<file path="src/rtl/spike_cnt_binner_pkg.sv">
`default_nettype none
// ============================================================================
// Module      : spike_cnt_binner_pkg
// Description : Shared constants and helpers for the spike count binner.
//               Holds the default pool size and count width, the popcount
//               width function and the saturation ceiling constant.
// Config      : SPIKE_CNT_SAT_EN selects saturating vs. wrapping counts
//               (consumed by spike_cnt_binner).
// Revision    : 1.0 - initial release
// ============================================================================
package spike_cnt_binner_pkg;

  // Default pool size and count width (32-bit int input of the muscle model).
  localparam int NEURONS_DEF = 128;
  localparam int CNT_W_DEF   = 32;

  // Saturation ceiling for the default 32-bit count: the largest positive
  // signed value, so the downstream int_to_float never sees a negative.
  localparam logic [CNT_W_DEF-1:0] SAT_CEIL_DEF = 32'h7FFF_FFFF;

  // Width needed to hold a popcount of n bits: values 0..n inclusive.
  function automatic int pc_width(input int n);
    return $clog2(n + 1);
  endfunction

endpackage : spike_cnt_binner_pkg
`default_nettype wire

</file>
<file path="src/rtl/spike_cnt_binner_if.sv">
`default_nettype none
// ============================================================================
// Module      : spike_cnt_binner_if
// Description : Spike input / count output bundle of the spike count binner.
// Ports       : i_spike_vec [NEURONS] - one spike bit per motoneuron
//               i_en                  - count enable
//               i_step                - window-close strobe
//               o_spike_cnt [CNT_W]   - count of the last closed window
//               o_cnt_valid           - one-cycle pulse on count update
//               o_ovf                 - last closed window overflowed
// Modports    : master drives spikes/strobe, slave (the binner) drives counts.
// Revision    : 1.0 - initial release
// ============================================================================
interface spike_cnt_binner_if
  import spike_cnt_binner_pkg::*;
#(
  parameter int NEURONS = NEURONS_DEF,
  parameter int CNT_W   = CNT_W_DEF
);

  logic [NEURONS-1:0] i_spike_vec;
  logic               i_en;
  logic               i_step;
  logic [CNT_W-1:0]   o_spike_cnt;
  logic               o_cnt_valid;
  logic               o_ovf;

  modport master (
    output i_spike_vec,
    output i_en,
    output i_step,
    input  o_spike_cnt,
    input  o_cnt_valid,
    input  o_ovf
  );

  modport slave (
    input  i_spike_vec,
    input  i_en,
    input  i_step,
    output o_spike_cnt,
    output o_cnt_valid,
    output o_ovf
  );

endinterface : spike_cnt_binner_if
`default_nettype wire

</file>
<file path="src/rtl/spike_cnt_binner_popcount.sv">
`default_nettype none
// ============================================================================
// Module      : spike_popcount
// Description : Combinational binary adder tree counting the ones in a spike
//               vector. The vector is padded with zeros up to a power of two
//               so every tree level halves cleanly.
// Ports       : spike_vec [NEURONS] - input bits
//               cnt [PC_W]          - number of ones in spike_vec
// Revision    : 1.0 - initial release
// ============================================================================
module spike_popcount
  import spike_cnt_binner_pkg::*;
#(
  parameter int NEURONS = NEURONS_DEF,
  parameter int PC_W    = pc_width(NEURONS)
) (
  input  wire logic [NEURONS-1:0] spike_vec,
  output logic      [PC_W-1:0]    cnt
);

  localparam int LEVELS = (NEURONS > 1) ? $clog2(NEURONS) : 0;
  localparam int LEAVES = 1 << LEVELS;

  // Level 0 holds the (padded) leaves; level l holds LEAVES>>l partial sums.
  // Partial sums never exceed NEURONS, so PC_W bits suffice at every level.
  for (genvar l = 0; l <= LEVELS; l++) begin : g_lvl
    localparam int NODES = LEAVES >> l;
    logic [PC_W-1:0] sum [NODES];

    for (genvar j = 0; j < NODES; j++) begin : g_node
      if (l == 0) begin : g_leaf
        if (j < NEURONS) begin : g_bit
          assign sum[j] = PC_W'(spike_vec[j]);
        end else begin : g_pad
          assign sum[j] = '0;
        end
      end else begin : g_add
        assign sum[j] = g_lvl[l-1].sum[2*j] + g_lvl[l-1].sum[2*j+1];
      end
    end
  end

  assign cnt = g_lvl[LEVELS].sum[0];

endmodule : spike_popcount
`default_nettype wire

</file>
<file path="src/rtl/spike_cnt_binner.sv">
`default_nettype none
// ============================================================================
// Module      : spike_cnt_binner
// Description : Counts motoneuron spikes over one simulation step and presents
//               the per-step total to the muscle model. Two stages:
//                 1) registered popcount of the gated spike vector + strobe
//                 2) window accumulator; a delayed strobe closes the window,
//                    publishes acc + current popcount and restarts from 0.
// Ports       : clk   - system clock, rising edge
//               reset - asynchronous, active-low reset
//               bus   - spike_cnt_binner_if.slave (spikes in, counts out)
// Config      : SPIKE_CNT_SAT_EN defined   -> counts saturate at
//                                             2^(CNT_W-1)-1, o_ovf = clamped
//               SPIKE_CNT_SAT_EN undefined -> counts wrap modulo 2^CNT_W,
//                                             o_ovf = carry out
// Revision    : 1.0 - initial release
// ============================================================================
module spike_cnt_binner
  import spike_cnt_binner_pkg::*;
#(
  parameter int NEURONS = NEURONS_DEF,
  parameter int CNT_W   = CNT_W_DEF
) (
  input  wire logic              clk,
  input  wire logic              reset,
  spike_cnt_binner_if.slave      bus
);

  localparam int PC_W = pc_width(NEURONS);

  // --------------------------------------------------------------------------
  // Stage 1: popcount, gated by the enable, registered with the strobe
  // --------------------------------------------------------------------------
  logic [PC_W-1:0] w_pc;
  logic [PC_W-1:0] r_pc;
  logic            r_step;

  spike_popcount #(
    .NEURONS (NEURONS),
    .PC_W    (PC_W)
  ) u_popcount (
    .spike_vec (bus.i_spike_vec),
    .cnt       (w_pc)
  );

  always_ff @(posedge clk or negedge reset) begin
    if (!reset) begin
      r_pc   <= '0;
      r_step <= 1'b0;
    end else begin
      r_pc   <= bus.i_en ? w_pc : '0;
      r_step <= bus.i_step;
    end
  end

  // --------------------------------------------------------------------------
  // Stage 2: accumulate; the add is one bit wider to expose the carry
  // --------------------------------------------------------------------------
  logic [CNT_W-1:0] r_acc;
  logic             r_ovf_acc;
  logic [CNT_W-1:0] r_spike_cnt;
  logic             r_cnt_valid;
  logic             r_ovf;

  logic [CNT_W-1:0] w_pc_ext;
  logic [CNT_W:0]   w_sum;
  logic [CNT_W-1:0] w_next;
  logic             w_over;

  assign w_pc_ext = CNT_W'(r_pc);
  assign w_sum    = {1'b0, r_acc} + {1'b0, w_pc_ext};

`ifdef SPIKE_CNT_SAT_EN
  // Largest positive signed value of CNT_W bits.
  localparam logic [CNT_W-1:0] SAT_CEIL = {1'b0, {(CNT_W-1){1'b1}}};

  // The accumulator never exceeds SAT_CEIL, so the wide sum cannot wrap and
  // a plain compare detects every clamp.
  assign w_over = (w_sum > {1'b0, SAT_CEIL});
  assign w_next = w_over ? SAT_CEIL : w_sum[CNT_W-1:0];
`else
  assign w_over = w_sum[CNT_W];
  assign w_next = w_sum[CNT_W-1:0];
`endif

  always_ff @(posedge clk or negedge reset) begin
    if (!reset) begin
      r_acc       <= '0;
      r_ovf_acc   <= 1'b0;
      r_spike_cnt <= '0;
      r_cnt_valid <= 1'b0;
      r_ovf       <= 1'b0;
    end else if (r_step) begin
      // Close the window including the strobe cycle's own spikes.
      r_spike_cnt <= w_next;
      r_ovf       <= r_ovf_acc | w_over;
      r_cnt_valid <= 1'b1;
      r_acc       <= '0;
      r_ovf_acc   <= 1'b0;
    end else begin
      r_acc       <= w_next;
      r_ovf_acc   <= r_ovf_acc | w_over;
      r_cnt_valid <= 1'b0;
    end
  end

  assign bus.o_spike_cnt = r_spike_cnt;
  assign bus.o_cnt_valid = r_cnt_valid;
  assign bus.o_ovf       = r_ovf;

endmodule : spike_cnt_binner
`default_nettype wire
</file>
<file path="src/flat_wrapper.sv">
// flat-port wrapper written by rule: the top's interface ports become plain ports
module spike_cnt_binner_flat import spike_cnt_binner_pkg::*;
#(
  parameter int NEURONS = NEURONS_DEF,
  parameter int CNT_W   = CNT_W_DEF
)
  (clk, reset, bus_i_spike_vec, bus_i_en, bus_i_step, bus_o_spike_cnt, bus_o_cnt_valid, bus_o_ovf);
  spike_cnt_binner_if #(.NEURONS(NEURONS), .CNT_W(CNT_W)) bus_i ();
  input  wire logic clk;
  input  wire logic reset;
  input wire logic [$bits(bus_i.i_spike_vec)-1:0] bus_i_spike_vec;
  input wire logic [$bits(bus_i.i_en)-1:0] bus_i_en;
  input wire logic [$bits(bus_i.i_step)-1:0] bus_i_step;
  output wire logic [$bits(bus_i.o_spike_cnt)-1:0] bus_o_spike_cnt;
  output wire logic [$bits(bus_i.o_cnt_valid)-1:0] bus_o_cnt_valid;
  output wire logic [$bits(bus_i.o_ovf)-1:0] bus_o_ovf;
  assign bus_i.i_spike_vec = bus_i_spike_vec;
  assign bus_i.i_en = bus_i_en;
  assign bus_i.i_step = bus_i_step;
  assign bus_o_spike_cnt = bus_i.o_spike_cnt;
  assign bus_o_cnt_valid = bus_i.o_cnt_valid;
  assign bus_o_ovf = bus_i.o_ovf;
  spike_cnt_binner #(.NEURONS(NEURONS), .CNT_W(CNT_W)) u_core (.clk(clk), .reset(reset), .bus(bus_i));
endmodule
</file>
<file path="config.mk">
export PLATFORM = sky130hd
export DESIGN_NAME = spike_cnt_binner_flat
export DESIGN_NICKNAME = d
export VERILOG_FILES = /design/src/rtl/spike_cnt_binner_pkg.sv /design/src/rtl/spike_cnt_binner_if.sv /design/src/rtl/spike_cnt_binner_popcount.sv /design/src/rtl/spike_cnt_binner.sv /design/src/flat_wrapper.sv
export SDC_FILE = /design/constraint.sdc
export NUM_CORES = 1
export LEC_CHECK = 0
export CAP_MARGIN = 10
export CORE_AREA = 2 2 108 151
export DETAILED_ROUTE_END_ITERATION = 6
export DIE_AREA = 0 0 110 153
export DONT_BUFFER_PORTS = 1
export PLACE_DENSITY_LB_ADDON = 0.05
export SETUP_SLACK_MARGIN = 0.4
export SYNTH_ARGS = -nofsm -noshare
export SYNTH_HDL_FRONTEND = slang
export SYNTH_SLANG_ARGS = --single-unit
</file>
<file path="constraint.sdc">
create_clock -name clk -period 2.49 [get_ports clk]
set_clock_uncertainty 0.15 [all_clocks]
set_input_delay 0.498 -clock clk [delete_from_list [all_inputs] [get_ports clk]]
set_output_delay 0.498 -clock clk [all_outputs]
set_load 0.05 [all_outputs]
</file>
==> impl_metrics.toml <==
[status]
outcome = "finished, violations left"
violations = "negative hold slack, negative setup slack"

[drt]
firstDrtPassIters = 4
drtIter0Drc = 214
routedWlPerCell_um = 16.2
ant_nets = 0
drc = 0
routed_via_density = 5.17
totalWireLength_um = 14700
vias = 4704

[cts]
path_clk_slew_ns = 0.06
cts_buffers = 9
cts_root_buf = "clkbuf_16"
clk_latency_ns = 0.34
htree_num_levels = 3
cts_buffer_depth = 2
cts.sinks = 76
cts_tree = "done"

[flow_run]
drv_cap = 0

[layout]
diodes = 0
final_core_util_pct = 55.4
drive_gt1_share_pct = 26.5
syn_to_final_growth_pct = 25.7
final_nets = 990

[logic_synthesis]
ys_seq_area_share_pct = 27.9
synth_area_mm2 = 0.00682
synthSimpleGateAreaFrac_pct = 8.82
synthFlopType = "dfrtp_1"
syn_area_per_cell_um2 = 10.3
synth_fa_ha_area_share_pct = 40.3
syn_inst = 662
async_flop_share_pct = 100
synth_nets = 944
yosysUniqueCellTypes = 44
synth_warnings = 0
synth_top_family_by_area = "adder cells"
synth_mux_area_share_pct = 1.08
ys_seq_elements = 76
synth_compound_area_share_pct = 8.88
synth-edff-count = 0
synth-xor-area-share_pct = 1.67

[global_route]
grt_pass1_wl_um = 24800
gr-total-overflow = 0
grt_start_max_net_pins = 77
grt_pass1_vias = 5259
grt_util_all_layers_pct = 18.8
grt_antenna_before_repair = 0

[place]
port_buffers = 0
gp_congestion = 0.854
hpwlAfterDp_um = 11200

[sta]
fmax_ghz = 0.145
whs_ns = -0.296
rsz0062_at_grt = "true"
tightest_slew_ns = 0.686
relSlewSlack_pct = 54.2
hold_viol = 76
worst_slack_ns = -4.40
setup_viol = 8
fin_crit_ns = 6.89
tns_ns = -33.38
drv_slew = 0
fin_crit_sh_pct = 277

[worst_setup_path]
crit_fanout = 3
crit_slowest_cell = "fa_1"
path_buf_inv = 5
cp.arrival_ns = 6.95
worstPathCellList = "fa_1, inv_2, fa_1, inv_2, fa_2, inv_2, fa_1, inv_1, fa_1, inv_1, fa_1, fa_1, fa_2, fa_1, fa_2, fa_2, fa_2, nor2b_2, o21ai_2, a21boi_2, or3_1, nand3_1"
cp-start-kind = "primary input"
cpPeakStageDelay_ns = 0.54
path_delay_family = "adder cells"
rrSetupSlack_ns = 0.15
cp-end-kind = "register"
crit_required_ns = 2.55
path_class = "in2reg"
cp_common_cell = "fa_1"

[floorplanning]
dieWidth_um = 110
die_area_mm2 = 0.0168
die_y_um = 153
rows = 54
io_pins = 166
start_util_pct = 44.1
fp.coreArea_mm2 = 0.0155

[worst_hold_path]
hp-class = "in2async"
==> sequential cells by signal, summed over array words and instances (netlist names) <==
name and cells:
u_core.r_acc 32, u_core.bus.o_spike_cnt 32, u_core.r_step 1, u_core.r_pc 8, u_core.r_ovf_acc 1, u_core.bus.o_cnt_valid 1
u_core.bus.o_ovf 1
==> worst paths after layout <==
| path | from | to | cells past startpoint |
|---|---|---|---|
| min in group clk | bus_i_step | u_core.r_step$_DFF_PN0_ | 0 |
| worst max-delay path | bus_i_spike_vec[55] | u_core.r_pc[6]$_DFF_PN0_ | 22 |
| worst max register to register | u_core.r_pc[4]$_DFF_PN0_ | u_core.bus.o_spike_cnt[9]$_DFFE_PN0P_ | 9 |
| max in group asynchronous | reset | u_core.r_acc[17]$_DFF_PN0_ | 0 |
| worst min-delay path | reset | u_core.r_acc[0]$_DFF_PN0_ | 0 |
| worst min register to register | u_core.r_ovf_acc$_DFF_PN0_ | u_core.r_ovf_acc$_DFF_PN0_ | 3 |
==> per-layer routing <==
layer	vias up	global-route usage, %	part of all wire [%]
met3	32	3.92	5.7
met4	0	7.59	3.2
met2	154	34.3	57
li1	2145	-	-
met5	-	0	0
met1	2373	20.5	34
==> area by class of cell <==
class / instances / area, um2
Multi-Input combinational cell: 380 / 4830
Timing Repair Buffer: 52 / 556
Inverter: 189 / 719
Tap cell: 196 / 245
Clock inverter: 4 / 72.6
Clock buffer: 12 / 246
Fill cell: 1313 / 6900
Sequential cell: 76 / 1900
==> placed cells by master (no fill, tap or decap), drive strengths merged, types with 7 or more instances in the layout <==
master / count
a21oi: 34
a31oi: 17
buf: 52
clkbuf: 12
dfrtp: 76
fa: 116
ha: 34
inv: 189
nand2: 14
nand3: 11
nor2: 41
nor2b: 7
o21ai: 11
o31ai: 13
or3: 9
or4: 12
xnor2: 11
==> cell usage after synthesis, drive strengths merged, types with 11 or more instances <==
master	number	area [um2]
inv	189	709
fa	116	2320
dfrtp	76	1900
nor2	41	154
a21oi	34	170
ha	34	425
a31oi	17	106
clkbuf	14	52.6
nand2	14	52.6
o31ai	13	97.6
or4	12	91.3
nand3	11	55.1
o21ai	11	55.1
xnor2	11	96.3
==> kinds of logic after synthesis <==
family / Yosys count
AND/OR/NAND/NOR: 113
AO/OA/AOI/OAI: 97
buffers and inverters: 206
flip-flops: 76
XOR/XNOR: 13
adder cells (fa/ha/maj): 150
multiplexers: 7
==> timing repair <==
action | 4_1_cts | 5_1_grt
gates cloned | 2 | 1
setup endpoints to repair | 52 | 63
setup buffers | 26 | 7
pin swaps | 46 | 56
endpoints found under the hold margin | 76 | 76
resized for setup | 92 | 42
==> stage by stage <==
step	instance area, um2	worst slack, ns	instances
2_1_floorplan	6980	-4.52	662
3_3_place_gp	7290	-4.80	857
3_5_place_dp	7290	-4.90	857
4_1_cts	8320	-4.44	901
5_1_grt	8570	-4.61	909
6_report	8570	-4.40	909
Power is left out: the tool's default activity adds up to more than one toggle a clock period on the data nets, which glitch-free logic cannot reach.
